**src/rtl/sa_module_core_if.sv**
```systemverilog
// Operand, start and result bundle for sa_module_core.
// The master drives the 4x4 matrix A, the 3x3 kernel B and the start strobe; the slave returns the serialized results.
interface sa_module_core_if;
  logic       en_sa;
  logic [7:0] a_1_1, a_1_2, a_1_3, a_1_4;
  logic [7:0] a_2_1, a_2_2, a_2_3, a_2_4;
  logic [7:0] a_3_1, a_3_2, a_3_3, a_3_4;
  logic [7:0] a_4_1, a_4_2, a_4_3, a_4_4;
  logic [7:0] b_1_1, b_1_2, b_1_3;
  logic [7:0] b_2_1, b_2_2, b_2_3;
  logic [7:0] b_3_1, b_3_2, b_3_3;
  logic       sa_en_result;
  logic [7:0] sa_result;

  modport master (
    output en_sa,
    output a_1_1, a_1_2, a_1_3, a_1_4, a_2_1, a_2_2, a_2_3, a_2_4,
    output a_3_1, a_3_2, a_3_3, a_3_4, a_4_1, a_4_2, a_4_3, a_4_4,
    output b_1_1, b_1_2, b_1_3, b_2_1, b_2_2, b_2_3, b_3_1, b_3_2, b_3_3,
    input  sa_en_result, sa_result
  );

  modport slave (
    input  en_sa,
    input  a_1_1, a_1_2, a_1_3, a_1_4, a_2_1, a_2_2, a_2_3, a_2_4,
    input  a_3_1, a_3_2, a_3_3, a_3_4, a_4_1, a_4_2, a_4_3, a_4_4,
    input  b_1_1, b_1_2, b_1_3, b_2_1, b_2_2, b_2_3, b_3_1, b_3_2, b_3_3,
    output sa_en_result, sa_result
  );
endinterface

```
**src/rtl/sa_module_core.sv**
```systemverilog
// 2x2 valid correlation of a 4x4 matrix with a 3x3 kernel on a weight-stationary 3x3 systolic array.
// Four saturated results leave one per cycle, starting six edges after an accepted start.
module sa_module_core (
  input  logic            clk,
  input  logic            reset,
  sa_module_core_if.slave io_sa
);
  typedef enum logic [1:0] {IDLE = 2'd0, LOAD = 2'd1, COMPUTE = 2'd2, OUTPUT = 2'd3} state_t;

  state_t      r_state, w_next;
  logic [3:0]  r_cnt;
  logic [7:0]  r_a   [0:3][0:3];
  logic [7:0]  r_b   [0:2][0:2];
  logic [19:0] r_ps  [0:2][0:2];
  logic [7:0]  r_res [0:3];
  logic        r_vld;
  logic [7:0]  r_out;

  logic [7:0]  w_a_in    [0:3][0:3];
  logic [7:0]  w_b_in    [0:2][0:2];
  logic [3:0]  w_k       [0:2];
  logic        w_row_vld [0:2];
  logic [7:0]  w_feed    [0:2][0:2];
  logic [15:0] w_prod    [0:2][0:2];
  logic [19:0] w_ps_in   [0:2][0:2];
  logic [19:0] w_sum;
  logic [1:0]  w_cap_idx, w_out_idx;
  logic        w_start, w_cap, w_out_vld;

  function automatic logic [7:0] sat8(input logic [19:0] v);
    logic [7:0] s;
    if (v > 20'd255) s = 8'd255;
    else             s = v[7:0];
    return s;
  endfunction

  assign w_a_in = '{'{io_sa.a_1_1, io_sa.a_1_2, io_sa.a_1_3, io_sa.a_1_4},
                    '{io_sa.a_2_1, io_sa.a_2_2, io_sa.a_2_3, io_sa.a_2_4},
                    '{io_sa.a_3_1, io_sa.a_3_2, io_sa.a_3_3, io_sa.a_3_4},
                    '{io_sa.a_4_1, io_sa.a_4_2, io_sa.a_4_3, io_sa.a_4_4}};
  assign w_b_in = '{'{io_sa.b_1_1, io_sa.b_1_2, io_sa.b_1_3},
                    '{io_sa.b_2_1, io_sa.b_2_2, io_sa.b_2_3},
                    '{io_sa.b_3_1, io_sa.b_3_2, io_sa.b_3_3}};

  // Skewed diagonal feed: PE row m works on output element (r_cnt - m), one step behind the row above
  always_comb begin
    for (int m = 0; m < 3; m++) begin
      w_k[m]       = r_cnt - 4'(m);
      w_row_vld[m] = ((r_state == LOAD) || (r_state == COMPUTE)) &&
                     (r_cnt >= 4'(m)) && (w_k[m] < 4'd4);
      for (int n = 0; n < 3; n++) begin
        if (w_row_vld[m]) begin
          w_feed[m][n] = r_a[2'(w_k[m][1]) + 2'(m)][2'(w_k[m][0]) + 2'(n)];
        end else begin
          w_feed[m][n] = 8'd0;
        end
        w_prod[m][n] = {8'd0, w_feed[m][n]} * {8'd0, r_b[m][n]};
      end
    end
    for (int n = 0; n < 3; n++) begin
      w_ps_in[0][n] = 20'd0;
      w_ps_in[1][n] = r_ps[0][n];
      w_ps_in[2][n] = r_ps[1][n];
    end
  end

  assign w_sum     = r_ps[2][0] + r_ps[2][1] + r_ps[2][2];
  assign w_cap     = (r_state != IDLE) && (r_cnt >= 4'd3) && (r_cnt <= 4'd6);
  assign w_cap_idx = 2'(r_cnt - 4'd3);
  assign w_out_idx = 2'(r_cnt - 4'd5);

  // Next-state and output-strobe decode
  always_comb begin
    w_next    = r_state;
    w_start   = 1'b0;
    w_out_vld = 1'b0;
    case (r_state)
      IDLE: begin
        if (io_sa.en_sa) begin
          w_start = 1'b1;
          w_next  = LOAD;
        end else begin
          w_next  = IDLE;
        end
      end
      LOAD:    w_next = COMPUTE;
      COMPUTE: begin
        if (r_cnt == 4'd5) begin
          w_next    = OUTPUT;
          w_out_vld = 1'b1;
        end else begin
          w_next    = COMPUTE;
        end
      end
      OUTPUT: begin
        w_out_vld = 1'b1;
        if (r_state == OUTPUT && r_cnt == 4'd8) w_next = IDLE;
        else                                    w_next = OUTPUT;
      end
      default: w_next = IDLE;
    endcase
  end

  // State, step counter and operand latch; operands change only on an accepted start
  always_ff @(posedge clk) begin
    if (reset) begin
      r_state <= IDLE;
      r_cnt   <= 4'd0;
      for (int r = 0; r < 4; r++)
        for (int c = 0; c < 4; c++) r_a[r][c] <= 8'd0;
      for (int r = 0; r < 3; r++)
        for (int c = 0; c < 3; c++) r_b[r][c] <= 8'd0;
    end else begin
      r_state <= w_next;
      if (w_start) begin
        r_cnt <= 4'd0;
        r_a   <= w_a_in;
        r_b   <= w_b_in;
      end else if (r_state != IDLE) begin
        r_cnt <= r_cnt + 4'd1;
      end else begin
        r_cnt <= r_cnt;
      end
    end
  end

  // PE array: each weight stays put while partial sums move down its column one register per step
  always_ff @(posedge clk) begin
    if (reset) begin
      for (int m = 0; m < 3; m++)
        for (int n = 0; n < 3; n++) r_ps[m][n] <= 20'd0;
    end else begin
      for (int m = 0; m < 3; m++)
        for (int n = 0; n < 3; n++)
          if (w_row_vld[m]) r_ps[m][n] <= w_ps_in[m][n] + {4'd0, w_prod[m][n]};
          else              r_ps[m][n] <= 20'd0;
    end
  end

  // Result buffer and registered serial output
  always_ff @(posedge clk) begin
    if (reset) begin
      for (int k = 0; k < 4; k++) r_res[k] <= 8'd0;
      r_vld <= 1'b0;
      r_out <= 8'd0;
    end else begin
      if (w_cap) r_res[w_cap_idx] <= sat8(w_sum);
      r_vld <= w_out_vld;
      r_out <= w_out_vld ? r_res[w_out_idx] : 8'd0;
    end
  end

  assign io_sa.sa_en_result = r_vld;
  assign io_sa.sa_result    = r_out;
endmodule

```
**src/flat_wrapper.sv**
```systemverilog
// flat-port wrapper written by rule: the top's interface ports become plain ports
module sa_module_core_flat 
  (clk, reset, io_sa_en_sa, io_sa_a_1_1, io_sa_a_1_2, io_sa_a_1_3, io_sa_a_1_4, io_sa_a_2_1, io_sa_a_2_2, io_sa_a_2_3, io_sa_a_2_4, io_sa_a_3_1, io_sa_a_3_2, io_sa_a_3_3, io_sa_a_3_4, io_sa_a_4_1, io_sa_a_4_2, io_sa_a_4_3, io_sa_a_4_4, io_sa_b_1_1, io_sa_b_1_2, io_sa_b_1_3, io_sa_b_2_1, io_sa_b_2_2, io_sa_b_2_3, io_sa_b_3_1, io_sa_b_3_2, io_sa_b_3_3, io_sa_sa_en_result, io_sa_sa_result);
  sa_module_core_if io_sa_i ();
  input  logic clk;
  input  logic reset;
  input wire logic [$bits(io_sa_i.en_sa)-1:0] io_sa_en_sa;
  input wire logic [$bits(io_sa_i.a_1_1)-1:0] io_sa_a_1_1;
  input wire logic [$bits(io_sa_i.a_1_2)-1:0] io_sa_a_1_2;
  input wire logic [$bits(io_sa_i.a_1_3)-1:0] io_sa_a_1_3;
  input wire logic [$bits(io_sa_i.a_1_4)-1:0] io_sa_a_1_4;
  input wire logic [$bits(io_sa_i.a_2_1)-1:0] io_sa_a_2_1;
  input wire logic [$bits(io_sa_i.a_2_2)-1:0] io_sa_a_2_2;
  input wire logic [$bits(io_sa_i.a_2_3)-1:0] io_sa_a_2_3;
  input wire logic [$bits(io_sa_i.a_2_4)-1:0] io_sa_a_2_4;
  input wire logic [$bits(io_sa_i.a_3_1)-1:0] io_sa_a_3_1;
  input wire logic [$bits(io_sa_i.a_3_2)-1:0] io_sa_a_3_2;
  input wire logic [$bits(io_sa_i.a_3_3)-1:0] io_sa_a_3_3;
  input wire logic [$bits(io_sa_i.a_3_4)-1:0] io_sa_a_3_4;
  input wire logic [$bits(io_sa_i.a_4_1)-1:0] io_sa_a_4_1;
  input wire logic [$bits(io_sa_i.a_4_2)-1:0] io_sa_a_4_2;
  input wire logic [$bits(io_sa_i.a_4_3)-1:0] io_sa_a_4_3;
  input wire logic [$bits(io_sa_i.a_4_4)-1:0] io_sa_a_4_4;
  input wire logic [$bits(io_sa_i.b_1_1)-1:0] io_sa_b_1_1;
  input wire logic [$bits(io_sa_i.b_1_2)-1:0] io_sa_b_1_2;
  input wire logic [$bits(io_sa_i.b_1_3)-1:0] io_sa_b_1_3;
  input wire logic [$bits(io_sa_i.b_2_1)-1:0] io_sa_b_2_1;
  input wire logic [$bits(io_sa_i.b_2_2)-1:0] io_sa_b_2_2;
  input wire logic [$bits(io_sa_i.b_2_3)-1:0] io_sa_b_2_3;
  input wire logic [$bits(io_sa_i.b_3_1)-1:0] io_sa_b_3_1;
  input wire logic [$bits(io_sa_i.b_3_2)-1:0] io_sa_b_3_2;
  input wire logic [$bits(io_sa_i.b_3_3)-1:0] io_sa_b_3_3;
  output wire logic [$bits(io_sa_i.sa_en_result)-1:0] io_sa_sa_en_result;
  output wire logic [$bits(io_sa_i.sa_result)-1:0] io_sa_sa_result;
  assign io_sa_i.en_sa = io_sa_en_sa;
  assign io_sa_i.a_1_1 = io_sa_a_1_1;
  assign io_sa_i.a_1_2 = io_sa_a_1_2;
  assign io_sa_i.a_1_3 = io_sa_a_1_3;
  assign io_sa_i.a_1_4 = io_sa_a_1_4;
  assign io_sa_i.a_2_1 = io_sa_a_2_1;
  assign io_sa_i.a_2_2 = io_sa_a_2_2;
  assign io_sa_i.a_2_3 = io_sa_a_2_3;
  assign io_sa_i.a_2_4 = io_sa_a_2_4;
  assign io_sa_i.a_3_1 = io_sa_a_3_1;
  assign io_sa_i.a_3_2 = io_sa_a_3_2;
  assign io_sa_i.a_3_3 = io_sa_a_3_3;
  assign io_sa_i.a_3_4 = io_sa_a_3_4;
  assign io_sa_i.a_4_1 = io_sa_a_4_1;
  assign io_sa_i.a_4_2 = io_sa_a_4_2;
  assign io_sa_i.a_4_3 = io_sa_a_4_3;
  assign io_sa_i.a_4_4 = io_sa_a_4_4;
  assign io_sa_i.b_1_1 = io_sa_b_1_1;
  assign io_sa_i.b_1_2 = io_sa_b_1_2;
  assign io_sa_i.b_1_3 = io_sa_b_1_3;
  assign io_sa_i.b_2_1 = io_sa_b_2_1;
  assign io_sa_i.b_2_2 = io_sa_b_2_2;
  assign io_sa_i.b_2_3 = io_sa_b_2_3;
  assign io_sa_i.b_3_1 = io_sa_b_3_1;
  assign io_sa_i.b_3_2 = io_sa_b_3_2;
  assign io_sa_i.b_3_3 = io_sa_b_3_3;
  assign io_sa_sa_en_result = io_sa_i.sa_en_result;
  assign io_sa_sa_result = io_sa_i.sa_result;
  sa_module_core u_core (.clk(clk), .reset(reset), .io_sa(io_sa_i));
endmodule
```
**config.mk**
```make
export PLATFORM = sky130hd
export DESIGN_NAME = sa_module_core_flat
export DESIGN_NICKNAME = d
export VERILOG_FILES = /design/src/rtl/sa_module_core_if.sv /design/src/rtl/sa_module_core.sv /design/src/flat_wrapper.sv
export SDC_FILE = /design/constraint.sdc
export NUM_CORES = 2
export LEC_CHECK = 0
export CORE_MARGIN = 1.5
export CORE_UTILIZATION = 60
export CTS_CLUSTER_SIZE = 16
export DETAILED_ROUTE_END_ITERATION = 16
export PLACE_DENSITY = 0.84
export SLEW_MARGIN = 25
export SYNTH_ARGS = -nofsm -noshare
export SYNTH_HDL_FRONTEND = slang
export SYNTH_SLANG_ARGS = --single-unit
```
**constraint.sdc**
```tcl
create_clock -name clk -period 11.7 [get_ports clk]
set_input_delay 2.34 -clock clk [delete_from_list [all_inputs] [get_ports clk]]
set_output_delay 2.34 -clock clk [all_outputs]
set_load 0.01 [all_outputs]
```
==> impl_metrics.ini <==
[yosys]
synth.distinct_cells = 62
ys_async_sr_fraction_pct = 0
synth_seq_cells = 406
synth.cell_area_um2 = 39560
synth_edf_count = 191
syn_area_per_cell_um2 = 9.150
yosys_warnings = 0
ys_seq_area_share_pct = 25.38
synthCells = 4324
synthFlopType = dfxtp_1

[critical_path]
path_class = reg2reg
r2r_end = u_core.r_ps[0][96]$_SDFFCE_PP0P_
r2r_setup_slack_ns = 3.84
path_common_cell = inv_1
critPathRequiredTime_ns = 12.01
critical_path.startpoint_type = flip-flop
crit_path_cell_trace = inv_1 -> ha_1 -> buf_4 -> mux4_2 -> nor2b_1 -> nand2_1 -> fa_1 -> inv_1 -> fa_1 -> ha_1 -> inv_1 -> fa_1 -> inv_1 -> ha_1 -> a21o_1 -> a21o_1 -> a2111oi_0 -> nor3_1 -> o31ai_1 -> o21ai_0 -> xor2_1 -> nor2_1
cp_slowest_stage_delay_ns = 0.87
r2r-start = u_core.r_cnt[0]$_SDFFE_PP0P_
cp-end-kind = flip-flop
reg2regPathDepth = 22
slowest_stage = dfxtp_4
crit_fanout = 48
arrival_ns = 8.17

[pwr]
powerDensity_nw_per_um2 = 85.36
p_leak_uw = 0.02101
vdd_drop_max_v = 0.0001017
p_total_uw = 3792

[cts]
cts.repair.resized = 0
htree_levels = 2
clkSlewWorstSetupHoldPaths_ns = 0.07
postCtsSetupRepairBufs = 0
cts_tree = done
ctsHoldBuffers = 0
clock-sinks = 406
clk_latency_ns = 0.61
cts_root_buf = clkbuf_16
cts_buffers = 46
max-clock-path-buffers = 3

[placed_design]
place.gp.congestion = 0.9216
hpwl_um = 77830
dpl.cell_count = 5387
pre_cts_ws_ns = 3.950
portBuffers = 211

[timing]
max_slew_margin_pct = 33.45
finalSetupViolations = 0
grt_setup_unrepaired = false
fin_tns_setup_ns = 0
hold_viol = 0
fin_skew_ns = 0.03512
hold-worst-slack_ns = 0.4579
period_share_pct = 67.18
max_freq_ghz = 0.1272
worst_slack_ns = 3.840
maxSlewViolCount = 0
worst_pin_slew_ns = 0.9972
min_period_ns = 7.860

[global_route]
grt_max_degree = 90
antenna_found_initial = 3
grt_pass1_wl_um = 156100
use_met3_pct = 3.957
grt_overflow = 0
top_usage_layer = met2
track_usage_pct = 29.43
grt_pass1_vias = 30483
grt_use_met1_pct = 35.40
grt_use_met2_pct = 50.27

[hold_path]
hold_depth = 2
min-delay-start = u_core.r_a[6]$_SDFFE_PP0P_
min_to = u_core.r_a[6]$_SDFFE_PP0P_
min_path_type = reg2reg

[routing]
drt_iter0_drc = 2271
routed_wirelength_um = 97450
drc = 0
vias_per_cell = 5.452
drtAntennaViolNets = 0
wl_per_cell_um = 17.80
drt-pass1-iter-count = 5
dr_total_vias = 29847

[floorplanning]
die-height_um = 259.8
start_util_pct = 61.04
ios = 212
die_x_um = 259.8
core-area_um2 = 64810
placementRows = 93
dieArea_um2 = 67490

[job]
cap_violations = 0

[layout]
mostFrequentLayoutCells = 763 x inv_1, 721 x nand2_1, 431 x fa_1
layout.nets = 5592
final_common_cell = inv_1
layout.cells.non_filler = 5475
drive_gt1_share_pct = 4.245
area_growth_pct = 12.28
fill_cells = 4815

[run_status]
status = finished clean
-- state kept, by name, summed over array words and instances (netlist names) --
register,cells
u_core.r_state,2
u_core.r_cnt,4
u_core.r_a,128
u_core.io_sa.sa_en_result,1
u_core.r_ps,159
u_core.io_sa.sa_result,8
u_core.r_b,72
u_core.r_res,32
-- how the worst max path moves through the flow --
| stage | end | slack (ns) | from | cells after the start |
|---|---|---|---|---|
| after detailed placement | u_core.r_ps[0][96]$_SDFFCE_PP0P_ | 3.95 | u_core.r_cnt[0]$_SDFFE_PP0P_ | 22 |
| after CTS | u_core.r_ps[0][96]$_SDFFCE_PP0P_ | 3.89 | u_core.r_cnt[0]$_SDFFE_PP0P_ | 22 |
| after global routing | u_core.r_ps[0][96]$_SDFFCE_PP0P_ | 3.28 | u_core.r_cnt[0]$_SDFFE_PP0P_ | 22 |
| after floorplan | u_core.r_ps[0][96]$_SDFFCE_PP0P_ | 5.41 | u_core.r_cnt[1]$_SDFFE_PP0P_ | 24 |
| final | u_core.r_ps[0][96]$_SDFFCE_PP0P_ | 3.84 | u_core.r_cnt[0]$_SDFFE_PP0P_ | 22 |
| after global placement | u_core.r_ps[0][96]$_SDFFCE_PP0P_ | 4.14 | u_core.r_cnt[0]$_SDFFE_PP0P_ | 22 |
-- worst max-delay path, delay by kind of cell (launching register included) --
family                   cells  cell delay (ns)
AO/OA/AOI/OAI                5             1.52
XOR/XNOR                     1             0.15
adder cells (fa/ha/maj)      6             2.88
buffers and inverters        5             0.95
flip-flops                   1             0.87
multiplexers                 1             0.32
AND/OR/NAND/NOR              4             0.83
-- cells by family (layout without fill, tap and decap cells) --
family,Yosys count,after routing,share of synthesized area (%)
fa+ha+maj,809,809,33.76
buf+inv,939,1074,9.007
compound gates,504,504,7.375
xor+xnor,91,91,2.015
flops,406,406,25.38
simple gates,1489,1489,17.86
mux,85,85,4.592
other cells,1,162,0.009479
-- synth_stat cells, drive strengths merged, types with 7 or more instances --
cell      n  area (um^2)
o211ai    9        67.56
xor2     48        420.4
a31oi    14        87.58
a21oi   311         1556
xnor2    43        376.6
a211oi   14        105.1
ha      378         4730
or3      14        87.58
nor2b    86        538.0
dfxtp   215         4304
buf      34        165.2
and2    357         2233
nand2b   16        100.1
fa      431         8628
clkbuf  142        534.3
mux4     77         1734
and3     32        200.2
o21ai    60        300.3
a21boi    7        52.55
edfxtp  191         5736
nand2   722         2710
nor3b     7        52.55
nor2    148        558.0
nor3     53        265.3
nand3    29        145.1
or2      10        62.56
a21o     38        285.3
inv     763         2864
-- layer usage --
| layer | part of all wire, % | wire (um) |
|---|---|---|
| met1 | 39 | 37940 |
| met2 | 48 | 46840 |
| met3 | 6.2 | 6063 |
| met4 | 6.7 | 6572 |
| met5 | 0.028 | 27 |
-- metrics by stage --
step | instance area, um^2 | utilization (%)
4_1_cts | 44410 | 68.52
3_5_place_dp | 42770 | 65.99
3_3_place_gp | 42770 | 65.99
2_1_floorplan | 40160 | -
6_report | 44420 | 68.54
5_1_grt | 44410 | 68.52
-- layout make-up --
class                      instances  area (um^2)  share of cell area (%)
multi-input combinational       3137        26570                   59.81
tap                              855         1070                   2.408
clock buffer                      55         1235                   2.780
timing repair buffer             226         2226                   5.011
clock inverter                    30        405.4                  0.9126
sequential                       406        10040                   22.61
antenna                            3        7.507                 0.01690
inverter                         763         2864                   6.448
-- power by group --
part	internal (uW)	switching, uW
logic	238	304
clock network	939	649
registers	1560	106
total	2730	1060
No activity file was read; power rests on OpenSTA's default activity.
